[config.mk]
export PLATFORM = sky130hd
export DESIGN_NAME = hazard_ctrl
export DESIGN_NICKNAME = d
export VERILOG_FILES = /design/src/rtl/hazard_ctrl.sv
export SDC_FILE = /design/constraint.sdc
export NUM_CORES = 1
export LEC_CHECK = 0
export ABC_CLOCK_PERIOD_IN_PS = 6300
export BUFFER_PORTS_ARGS = -buffer_cell sky130_fd_sc_hd__buf_2
export CORE_AREA = 2 2 77 87
export CTS_CLUSTER_DIAMETER = 120
export DETAILED_ROUTE_END_ITERATION = 10
export DIE_AREA = 0 0 79 89
export HOLD_SLACK_MARGIN = 0.15
export PLACE_DENSITY = 0.71
export SETUP_SLACK_MARGIN = 0.05
export SLEW_MARGIN = 20
export SYNTH_ARGS = -nofsm -noshare
export SYNTH_HDL_FRONTEND = slang
export SYNTH_SLANG_ARGS = --single-unit
export TNS_END_PERCENT = 5
[constraint.sdc]
create_clock -name clk -period 6.3 [get_ports clk]
set_clock_uncertainty 0.15 [all_clocks]
set_input_delay 0.315 -clock clk [delete_from_list [all_inputs] [get_ports clk]]
set_output_delay 0.315 -clock clk [all_outputs]
set_load 0.03 [all_outputs]
[src/rtl/hazard_ctrl.sv]
// rtl/hazard_ctrl.sv - decode-stage load-use interlock, branch flush sequencer and halt latch
module hazard_ctrl #(
    parameter int LOAD_LAT     = 2,
    parameter int FLUSH_CYCLES = 2
) (
    input  logic        clk,
    input  logic        rst,
    input  logic        d_valid,
    input  logic [4:0]  d_s_1,
    input  logic [4:0]  d_s_2,
    input  logic        d_is_load,
    input  logic [4:0]  d_tgt,
    input  logic        br_taken,
    input  logic        halt_in,
    output logic        stall,
    output logic        flush,
    output logic        halt,
    output logic [31:0] stall_cycles
);

    typedef enum logic [1:0] {
        S_RUN,
        S_FLUSH,
        S_HALTED
    } state_t;

    localparam logic [2:0] CNT_INIT = 3'(FLUSH_CYCLES - 1);

    state_t     state, state_nxt;
    logic [2:0] cnt, cnt_nxt;
    logic       flush_nxt, halt_nxt;
    logic [4:0] sb [LOAD_LAT];
    logic       hit;
    logic       sb_push;

    // Does either live decode source match a pending load target (r0 never matches)
    always_comb begin
        hit = 1'b0;
        for (int i = 0; i < LOAD_LAT; i++) begin
            if (sb[i] != 5'd0 &&
                ((d_s_1 != 5'd0 && d_s_1 == sb[i]) ||
                 (d_s_2 != 5'd0 && d_s_2 == sb[i])))
                hit = 1'b1;
        end
    end

    // A squashed, halted or reset-cycle instruction never stalls
    assign stall   = !rst && d_valid && !flush && !halt && hit;
    // Only a load that actually leaves decode this cycle enters the scoreboard
    assign sb_push = d_valid && d_is_load && !stall && !flush && (d_tgt != 5'd0);

    // Next-state logic: halt beats branch, a branch during flush restarts the count
    always_comb begin
        state_nxt = state;
        cnt_nxt   = cnt;
        flush_nxt = flush;
        halt_nxt  = halt;
        if (state != S_HALTED && halt_in) begin
            state_nxt = S_HALTED;
            halt_nxt  = 1'b1;
            flush_nxt = 1'b0;
        end else begin
            case (state)
                S_RUN: begin
                    if (br_taken) begin
                        state_nxt = S_FLUSH;
                        flush_nxt = 1'b1;
                        cnt_nxt   = CNT_INIT;
                    end
                end
                S_FLUSH: begin
                    if (br_taken) begin
                        flush_nxt = 1'b1;
                        cnt_nxt   = CNT_INIT;
                    end else if (cnt != 3'd0) begin
                        cnt_nxt   = cnt - 3'd1;
                    end else begin
                        state_nxt = S_RUN;
                        flush_nxt = 1'b0;
                    end
                end
                S_HALTED: begin
                end
                default: begin
                    state_nxt = S_RUN;
                    flush_nxt = 1'b0;
                end
            endcase
        end
    end

    // Sequencer state register
    always_ff @(posedge clk) begin
        if (rst) begin
            state <= S_RUN;
            cnt   <= 3'd0;
            flush <= 1'b0;
            halt  <= 1'b0;
        end else begin
            state <= state_nxt;
            cnt   <= cnt_nxt;
            flush <= flush_nxt;
            halt  <= halt_nxt;
        end
    end

    // Scoreboard shift and stall counter, both frozen once halted
    always_ff @(posedge clk) begin
        if (rst) begin
            for (int i = 0; i < LOAD_LAT; i++)
                sb[i] <= 5'd0;
            stall_cycles <= 32'd0;
        end else if (state != S_HALTED) begin
            sb[0] <= sb_push ? d_tgt : 5'd0;
            for (int i = 1; i < LOAD_LAT; i++)
                sb[i] <= sb[i-1];
            if (stall && stall_cycles != 32'hFFFF_FFFF)
                stall_cycles <= stall_cycles + 32'd1;
        end
    end

endmodule

# After elaboration in Yosys (flattened, before gate mapping)
# Memory sizes are Yosys's and may differ from the RTL's.
# Index checks and enable logic that the tools add are counted.
# W data, S select, Z words.
dict set report totals {
  reg_bits 39
  ram_bits 10
  in_bits 21
  output_inout_bits 35
  word_cells 89
  mem_count 1
}
# name depth word_bits read_ports rd_ports_with_merged_regs wr line
set mem_list {}
lappend mem_list {sb 2 5 2 0 2 32} ;# logic [4:0] sb [LOAD_LAT];
dict set report classes {
  addsub 2
  n_eq_ne 17
  n_mux 23
  bitwise_logic 4
  n_reduce_logical 36
}
# op count
set ops {}
lappend ops {{$add A32 B1 Y32 const B} 1}
lappend ops {{$ne A32 B32 Y1 const B} 1}
lappend ops {{$reduce_bool A5 Y1} 5}
lappend ops {{$eq A5 B5 Y1} 4}
lappend ops {{$logic_and A1 B1 Y1} 16}
lappend ops {{$mux W5} 3}
lappend ops {{$ne A3 B3 Y1 const B} 5}
lappend ops {{$reduce_and A4 Y1} 3}
lappend ops {{$mux W1} 10}
lappend ops {{$ne A2 B2 Y1 const B} 5}
lappend ops {{$mux W3} 3}
lappend ops {{$mux W2} 4}
lappend ops {{$pmux W2 S3} 1}
lappend ops {{$pmux W3 S2} 1}
lappend ops {{$logic_not A1 Y1} 4}
lappend ops {{$pmux W1 S3} 1}
lappend ops {{$reduce_and A3 Y1} 1}
lappend ops {{$reduce_bool A3 Y1} 1}
lappend ops {{$sub A3 B1 Y3 const B} 1}
lappend ops {{$eq A2 B1 Y1 const B} 1}
lappend ops {{$eq A2 B2 Y1 const B} 1}
lappend ops {{$logic_not A2 Y1} 1}
lappend ops {{$logic_or A1 B1 Y1} 2}
lappend ops {{$not A1 Y1} 2}
lappend ops {{4 further kinds} 5}

# Depth between registers and ports, before layout
dict set report depth {
  ltp_word 13
  mapped_depth 10
  ltp_nobuf 8
}

# Worst setup path before layout
# No wires, ideal clock.
dict set report synth_timing {
  path_type {register to register}
  start {reg stall_cycles[6]}
  end {reg stall_cycles[6]}
  setup_time_ps 128
  t_arrival_ps 2497
  required_time_ps 6022
  slack_ps 3526
  stages_incl_launch_ff 11
  n_path_buf 3
  cell_sequence {dfxtp_1 nand4_2 or2_1 buf_6 or4_4 o31a_1 o21ai_2 buf_6 buf_12 xor2_1 nor2_1}
}
dict set report synth_via {
  elab_chain_cells 3
  elab_cells_between_ends 4
}
# item line
set synth_rtl {}
lappend synth_rtl {{start: declaration} 18} ;# output logic [31:0] stall_cycles
lappend synth_rtl {{start signal: assignment} 118} ;# stall_cycles <= stall_cycles + 32'd1;
lappend synth_rtl {{parallel branches: the longest is 3 deep, another holds $add A32 B1 Y32} --}
# Parallel ways; which one is timed is not known.
# A chain may end at the register's enable or synchronous reset.

==> flow_metrics.py <==
metrics = {
    "status": {
        "status": "finished clean",
    },
    "drt": {
        "wl_met2_um": 2883,
        "wl_met1_um": 2668,
        "drtAntennaViolNets": 0,
        "drc": 0,
        "drt_pre_antenna_iters": 4,
        "drtIter0Drc": 130,
        "post_drt_via_cell_ratio": 5.620,
        "top_layer": "met4",
        "via_count": 2456,
        "wl_per_cell_um": 13.50,
        "wl_um": 5900,
        "wl_met3_um": 268,
    },
    "setup_path": {
        "path_class": "register to primary output",
        "critPathLaunchType": "register",
        "end_kind": "primary output",
        "worst-path-max-fanout": 16,
        "required_ns": 5.83,
        "critical_path_arrival_ns": 2.69,
    },
    "yosys": {
        "synth.avg_cell_area_um2": 8.877,
        "netlist_area_um2": 2708,
        "ys_warn_count": 0,
        "ys_types": 43,
        "synthTopCellsByArea": "dfxtp_1 29%, edfxtp_1 11%, xor2_1 5.8%",
        "synth_cells": 305,
        "async_flop_share": 0,
        "seq_area_frac_synth": 0.3993,
        "synth_edf_count": 10,
        "synth_seq_cells": 49,
        "synth_nets": 329,
        "synth_area_leader_cell": "dfxtp_1",
        "synth_ff_type": "dfxtp_1",
        "synth_top_area_frac": 0.2884,
    },
    "floorplan": {
        "coreArea_um2": 6081,
        "start_util": 0.4453,
        "ios": 56,
        "chipWidth_um": 79,
        "rows": 30,
        "die_h_um": 89,
        "die-area_um2": 7031,
    },
    "pwr": {
        "ir_drop_uv": 106.5,
        "powerDensity_nw_per_um2": 181.5,
        "total_power_uw": 560.9,
        "p_leak_uw": 0.001247,
    },
    "place": {
        "place.gp.congestion": 0.7520,
        "place_ws_ns": 3.191,
        "postPlaceCellArea_um2": 2999,
        "post-dp-hpwl_um": 4272,
        "port_buffers": 55,
    },
    "global_routing": {
        "grt_pass1_vias": 2226,
        "grt_first_pass_wirelength_um": 9839,
        "gr-total-overflow": 0,
        "grt_usage": 0.1751,
        "grt_max_degree": 51,
        "antenna_found_initial": 0,
    },
    "cts": {
        "clockBufferDepth": 2,
        "cts-root-buf": "clkbuf_8",
        "cts_tree": "built",
        "htree_levels": 2,
        "cts.sinks": 49,
        "path_clk_slew_ns": 0.09,
        "cts-resized-gates": 0,
        "clock_latency_ns": 0.30,
        "cts_made_buffers": 5,
    },
    "timing": {
        "max_freq_mhz": 316.8,
        "post-route-period-util": 0.5010,
        "finalHoldViolCount": 0,
        "slew_viol_final": 0,
        "period_needed_ns": 3.156,
        "tns_ns": 0,
        "relSlewSlack": 0.3151,
        "rsz0062_at_grt": "no",
        "worst_pin_slew_ns": 1.025,
        "fin_ws_ns": 3.144,
        "setup_viol": 0,
    },
    "layout": {
        "post-route-util": 0.5082,
        "nNetsFinal": 380,
        "final_area_um2": 3090,
        "drive_gt1_frac": 0.2269,
        "antenna_cells": 0,
        "area_growth_syn_to_layout_pct": 14.14,
        "fillCellCount": 599,
    },
    "hold_path": {
        "hp-class": "input pin to register",
    },
    "flow_run": {
        "cap_violations": 0,
    },
}
[registers in the layout (all words and copies together) (netlist names)]
name          flops
cnt               3
halt              1
flush             1
stall_cycles     32
state             2
sb               10
[through the flow]
| step | hold slack, ns | instances |
|---|---|---|
| after floorplan | 0.2857 | 305 |
| after global placement | 0.3218 | 428 |
| after detailed placement | 0.3309 | 428 |
| after CTS | 0.1571 | 437 |
| after global routing | 0.1739 | 437 |
| final | 0.1658 | 437 |
[worst paths after layout]
check                                  endpoint  cells after the start  slack, ns                   start
setup reg to reg  stall_cycles[27]$_SDFFE_PP0P_                      6       3.20  sb[0][3]$_SDFFCE_PN0P_
setup / recovery                          stall                      6       3.14  sb[0][3]$_SDFFCE_PN0P_
hold / removal            state[1]$_SDFFE_PP0P_                      3       0.17                 halt_in
hold reg to reg             cnt[1]$_SDFFE_PP0P_                      2       0.35     cnt[1]$_SDFFE_PP0P_
[critical path: stages (launching register included)]
cell      delay (ns)
edfxtp_1        0.45
xor2_1          0.19
or4_1           0.55
o31ai_2         0.42
o21bai_1        0.45
inv_1           0.12
buf_2           0.20
[cell type report]
type	count	area (µm²)	share of cell area
Clock buffer	5	68.82	0.02227
Clock inverter	3	12.51	0.004049
Inverter	11	41.29	0.01336
Multi-Input combinational cell	233	1501	0.4858
Sequential cell	49	1081	0.3498
Tap cell	80	100.1	0.03239
Timing Repair Buffer	56	285.3	0.09231
[logic make-up (layout without fill, tap and decap cells)]
kind of cell             count (synthesis)  after routing  share of synthesized area
AND/OR/NAND/NOR                        139            139                     0.2925
AO/OA/AOI/OAI                           61             61                     0.1442
flip-flops                              49             49                     0.3993
buffers and inverters                   23             75                    0.04621
XOR/XNOR                                22             22                    0.07116
multiplexers                             8              8                    0.03281
adder cells (fa/ha/maj)                  3              3                    0.01386
[synthesized netlist by cell type, types with 4 or more instances]
cell type	count
dfxtp_1	39
a21oi_1	25
nor2_1	24
or3_1	20
xor2_1	18
nand2_1	15
nand3_1	15
inv_1	11
edfxtp_1	10
and2_1	9
nor2b_1	9
o21ai_0	9
or4_1	9
nor3_1	8
clkbuf_1	7
nand4_1	7
o21ai_2	7
nor4_1	6
o31ai_1	6
and3_1	5
mux2_2	5
o21ai_1	4
xnor2_1	4
[per-layer routing]
layer / vias to the layer above / global-route usage
met3: 8 / 0.03737
met1: 1167 / 0.2202
met5: - / 0
met4: 0 / 0.06270
met2: 72 / 0.2997
li1: 1209 / -
[power breakdown]
group | switching (µW) | leakage (µW) | internal, µW
combinational | 30.9 | 0.000774 | 20.8
sequential | 6.28 | 0.000430 | 327
clock | 101 | 0.0000430 | 75.0
total | 138 | 0.00125 | 423
[cells in the final DEF (no fill, tap or decap), types with 4 or more instances in the layout]
cell / instances
nor2b_1: 9
and2_1: 9
nor3_1: 8
nor4_1: 6
inv_1: 11
xnor2_1: 4
nand3_1: 15
nand4_1: 7
o31ai_1: 6
or4_1: 9
o21ai_0: 9
or3_1: 20
dfxtp_1: 39
xor2_1: 18
o21ai_2: 7
and3_1: 5
mux2_2: 5
a21oi_1: 25
nand2_1: 15
edfxtp_1: 10
clkbuf_8: 5
buf_2: 55
o21ai_1: 4
nor2_1: 24
[what timing repair did]
item	in CTS	in global routing
hold endpoints to repair	1	0
hold buffers	1	0
setup buffers	0	0
Note: power is estimated with default switching activity, not from simulation.
